===== config.mk =====
export PLATFORM = sky130hd
export DESIGN_NAME = crc32_ieee8023
export DESIGN_NICKNAME = d
export VERILOG_FILES = /design/src/rtl/crc32_pkg.sv /design/src/rtl/crc32_d8_xor.sv /design/src/rtl/crc32_ieee8023.sv
export SDC_FILE = /design/constraint.sdc
export NUM_CORES = 1
export LEC_CHECK = 0
export ABC_AREA = 1
export CAP_MARGIN = 20
export CORE_MARGIN = 5
export CORE_UTILIZATION = 55
export DETAILED_ROUTE_END_ITERATION = 10
export PLACE_DENSITY = 0.86
export SYNTH_ARGS = -nofsm -noshare
export SYNTH_HDL_FRONTEND = slang
export SYNTH_SLANG_ARGS = --single-unit
export TNS_END_PERCENT = 10

===== constraint.sdc =====
create_clock -name clk -period 2.7 [get_ports clk]
set_clock_uncertainty 0.2 [all_clocks]
set_input_delay 0.81 -clock clk [delete_from_list [all_inputs] [get_ports clk]]
set_output_delay 0.81 -clock clk [all_outputs]
set_load 0.01 [all_outputs]

===== src/rtl/crc32_pkg.sv =====
// IEEE 802.3 CRC-32 constants and the byte-wide next-state function.
// The register is held MSB-first (non-reflected); wire bit d[0] is folded in first.
package crc32_pkg;

  localparam logic [31:0] CRC32_POLY    = 32'h04C1_1DB7;
  localparam logic [31:0] CRC32_INIT    = 32'hFFFF_FFFF;
  localparam logic [31:0] CRC32_RESIDUE = 32'hC704_DD7B;

  // Loop is fully unrolled by synthesis into a single XOR network per byte.
  function automatic logic [31:0] crc32_d8_next(input logic [31:0] crc, input logic [7:0] d);
    logic [31:0] c;
    c = crc;
    for (int i = 0; i < 8; i++) begin
      c = {c[30:0], 1'b0} ^ ((c[31] ^ d[i]) ? CRC32_POLY : 32'h0);
    end
    return c;
  endfunction

endpackage


===== src/rtl/crc32_d8_xor.sv =====
// Combinational one-byte CRC-32 advance; shared with the switch RX FCS checker.
module crc32_d8_xor
  import crc32_pkg::*;
(
  input  logic [31:0] i_crc,
  input  logic [7:0]  i_d,
  output logic [31:0] o_crc_next
);

  assign o_crc_next = crc32_d8_next(i_crc, i_d);

endmodule


===== src/rtl/crc32_ieee8023.sv =====
// Byte-wide Ethernet FCS generator/checker: accumulates over data bytes with calc=1,
// then serialises the FCS one byte per calc=0 strobe in wire order.
module crc32_ieee8023
  import crc32_pkg::*;
(
  input  logic        clk,
  input  logic        reset,
  input  logic [7:0]  d,
  input  logic        load_init,
  input  logic        calc,
  input  logic        d_valid,
  output logic [31:0] crc_reg,
  output logic [7:0]  crc
);

  logic [31:0] r_crc;
  logic [31:0] w_crc_next;

  crc32_d8_xor u_xor (
    .i_crc      (r_crc),
    .i_d        (d),
    .o_crc_next (w_crc_next)
  );

  // Shifting in 0xFF leaves the register at CRC32_INIT after the fourth FCS byte.
  always_ff @(posedge clk) begin
    if (reset)                  r_crc <= CRC32_INIT;
    else if (load_init)         r_crc <= CRC32_INIT;
    else if (d_valid && calc)   r_crc <= w_crc_next;
    else if (d_valid)           r_crc <= {r_crc[23:0], 8'hFF};
  end

  assign crc_reg = r_crc;

  // Next FCS byte: complemented top byte, bit-reversed so crc[0] goes on the wire first.
  always_comb begin
    crc = 8'h00;
    for (int i = 0; i < 8; i++) crc[i] = ~r_crc[31-i];
  end

endmodule


==> flow_metrics.tcl <==
set metrics [dict create \
    cts_max_level 2 \
    synthCells 405 \
    regArea_um2 641 \
    crit_start "d[6]" \
    num_rows 24 \
    diodes 0 \
    first_pass_iters 5 \
    r2r_slack_ps 770 \
    via_per_inst 5.42 \
    antenna_found_initial 0 \
    setup_ws_ps 188 \
    endpoint "crc_reg[9]$_SDFFE_PP1P_" \
    tightest_slew_ps 737 \
    dieArea_mm2 0.00575 \
    hold_buffers 0 \
    synth.top_cell.area_share_pct 26.9 \
    syn_to_final_growth_pct 36.3 \
    rsz0062_at_grt "no" \
    die_w_um 75.8 \
    slowest_delay_ps 440 \
    synth_fp_nets 418 \
    syn_avg_cell_area_um2 5.88 \
    final_cell_mix "nand2_1 (168), clkdlybuf4s50_1 (52), nand3_1 (48)" \
    drv_cap 0 \
    worst_setup_path_start_kind "input pin" \
    core_mm2 0.00426 \
    track_usage_pct 29.3 \
    synthTopCellsByArea "dfxtp_1 (27%), nand2_1 (26%), nand3_1 (10%), a21oi_1 (6.5%), inv_1 (5.7%)" \
    port_buffers 52 \
    ys_ff_latch 32 \
    synth_compound_area_share_pct 12.9 \
    syn_area_mm2 0.00238 \
    nets 498 \
    leakage_nw 1.69 \
    hold_path_class "reg -> reg" \
    fin_crit_ps 2510 \
    ant_nets 0 \
    final_common_cell "nand2_1" \
    io_pins 53 \
    yosysSeqAreaShare_pct 26.9 \
    rr_worst_depth 12 \
    cp.depth 13 \
    worst-path-buf-inv 2 \
    grt_max_degree 34 \
    routed_wl_um 8010 \
    multiInputGateArea_mm2 0.00153 \
    hpwl_um 6180 \
    fin_crit_sh_pct 93.0 \
    power_density_mw_per_mm2 433 \
    cp_common_cell "nand2_1" \
    path_class "in -> reg" \
    clockRootBuffer "clkbuf_8" \
    drtIter0Drc 272 \
    post-route-drc-count 0 \
    arrival_ps 2490 \
    cts_sinks 32 \
    via_count 2908 \
    postCtsSetupBuffers 0 \
    start_util_pct 55.9 \
    synth_adder_area_share_pct 0 \
    path_delay_family "simple AND/OR/NAND/NOR gates" \
    path_cells "clkdlybuf4s50_1 -> inv_1 -> nand2_1 -> nand2_1 -> nand2_1 -> nand2_1 -> nand2_1 -> nand2_2 -> nand3_1 -> nand2_1 -> nand2_1 -> nand2_1 -> nand2_1" \
    first_global_vias 2696 \
    synth-simple-area-share_pct 43.8 \
    place_ws_ps -66.2 \
    grt-ovfl-total 0 \
    cts_tree "built" \
    yosys.cell_types.count 26 \
    cts_resized 0 \
    hold_viol_final 0 \
    status "complete, no violations" \
    slew_viol_final 0 \
    largest_reg_flops 32 \
    numCtsBuffers 5 \
    clkTransAtPathRegs_ps 70 \
    crit_path_end_kind "flip-flop" \
    ir_drop_v 0.000305 \
    worstReg2RegEnd "crc_reg[9]$_SDFFE_PP1P_" \
    cp_max_fo 7 \
    fin_cells 537 \
    timing.rr.start "crc_reg[25]$_SDFFE_PP1P_" \
    place.gp.congestion 0.979 \
    clk_latency_ps 290 \
    synth_xor_area_share_pct 7.72 \
    synth_mux_area_share_pct 0 \
    dp_cells 530 \
    final_layout_size_suffix_gt1_share_pct 13.0 \
    timing.hold.ws_ps 326 \
    synth_top_area_cell "dfxtp_1" \
    fmax_mhz 398 \
    final-setup-viol-count 0 \
    setup_tns_ps 0 \
    nFillCells 344 \
    synth_top_family_by_area "simple AND/OR/NAND/NOR gates" \
    grt_pass1_wl_um 12700 \
    cts_buffer_depth 2 \
    worstPathRequired_ps 2680 \
    ys_warn_count 0 \
    wl_per_cell_um 14.9 \
    crit_path_top_delay_cell "clkdlybuf4s50_1" \
    die_h_um 75.8 \
    max-slew-margin-rel_pct 50.8 \
]
[power by group]
part / internal (W) / switching [W]
clock network: 0.000175 / 0.000184
logic: 0.000223 / 0.000312
registers: 0.000491 / 0.0000210
[per-stage QoR]
stage / cell area, um2 / power, W / util (%)
after floorplan: 2380 / 0.000833 / -
after global placement: 3170 / 0.00104 / 74.4
after detailed placement: 3170 / 0.00105 / 74.4
after CTS: 3250 / 0.00140 / 76.2
after global routing: 3250 / 0.00149 / 76.2
final: 3250 / 0.00141 / 76.2
[worst register-to-register path: cells and delay by family (launching register included)]
family	cells	cell delay [ps]
buf+inv	1	110
simple gates	11	1160
flops	1	350
[synthesized netlist by cell type]
master,instances
xor2_2,1
xor2_1,13
inv_2,4
o21ai_0,5
dfxtp_1,32
buf_6,1
clkbuf_1,8
or2_2,4
nand3_2,2
nand4_1,2
o211ai_1,8
buf_4,1
buf_2,1
buf_1,1
o22ai_1,2
inv_1,36
nand2_1,168
a31o_2,1
a31oi_1,1
xnor2_1,3
nand2_2,11
o21ai_1,8
xnor2_4,1
a21oi_1,31
nor2_1,12
nand3_1,48
[layout make-up]
type / instances / share of cell area (%)
Multi-Input combinational cell: 321 / 47.2
Timing Repair Buffer: 85 / 24.0
Sequential cell: 32 / 19.7
Inverter: 40 / 4.62
Clock buffer: 6 / 2.23
Tap cell: 52 / 2.00
Clock inverter: 1 / 0.154
[worst min-delay path by stage]
stage                             start                  endpoint  slack (ps)  depth (start not counted)
6_report       crc_reg[23]$_SDFFE_PP1P_  crc_reg[23]$_SDFFE_PP1P_         330                          2
2_1_floorplan   crc_reg[9]$_SDFFE_PP1P_   crc_reg[9]$_SDFFE_PP1P_         330                          2
5_1_grt        crc_reg[18]$_SDFFE_PP1P_  crc_reg[18]$_SDFFE_PP1P_         350                          2
4_1_cts        crc_reg[23]$_SDFFE_PP1P_  crc_reg[23]$_SDFFE_PP1P_         330                          2
3_3_place_gp   crc_reg[18]$_SDFFE_PP1P_  crc_reg[18]$_SDFFE_PP1P_         290                          2
3_5_place_dp   crc_reg[23]$_SDFFE_PP1P_  crc_reg[23]$_SDFFE_PP1P_         310                          2
[layer usage]
| metal | up-vias | wire length [um] | global-route usage [%] |
|---|---|---|---|
| met5 | - | 0 | 0 |
| met4 | 0 | 309 | 15.7 |
| met3 | 28 | 527 | 4.09 |
| met2 | 134 | 3820 | 48.5 |
| met1 | 1290 | 3350 | 36.6 |
| li1 | 1456 | - | - |
[logic make-up (layout without fill, tap and decap cells)]
logic type / count (synthesis) / count (layout)
XOR/XNOR: 18 / 18
buffers and inverters: 52 / 132
flip-flops: 32 / 32
AND/OR/NAND/NOR: 247 / 247
AO/OA/AOI/OAI: 56 / 56
No activity file was read; power rests on OpenSTA's default activity.
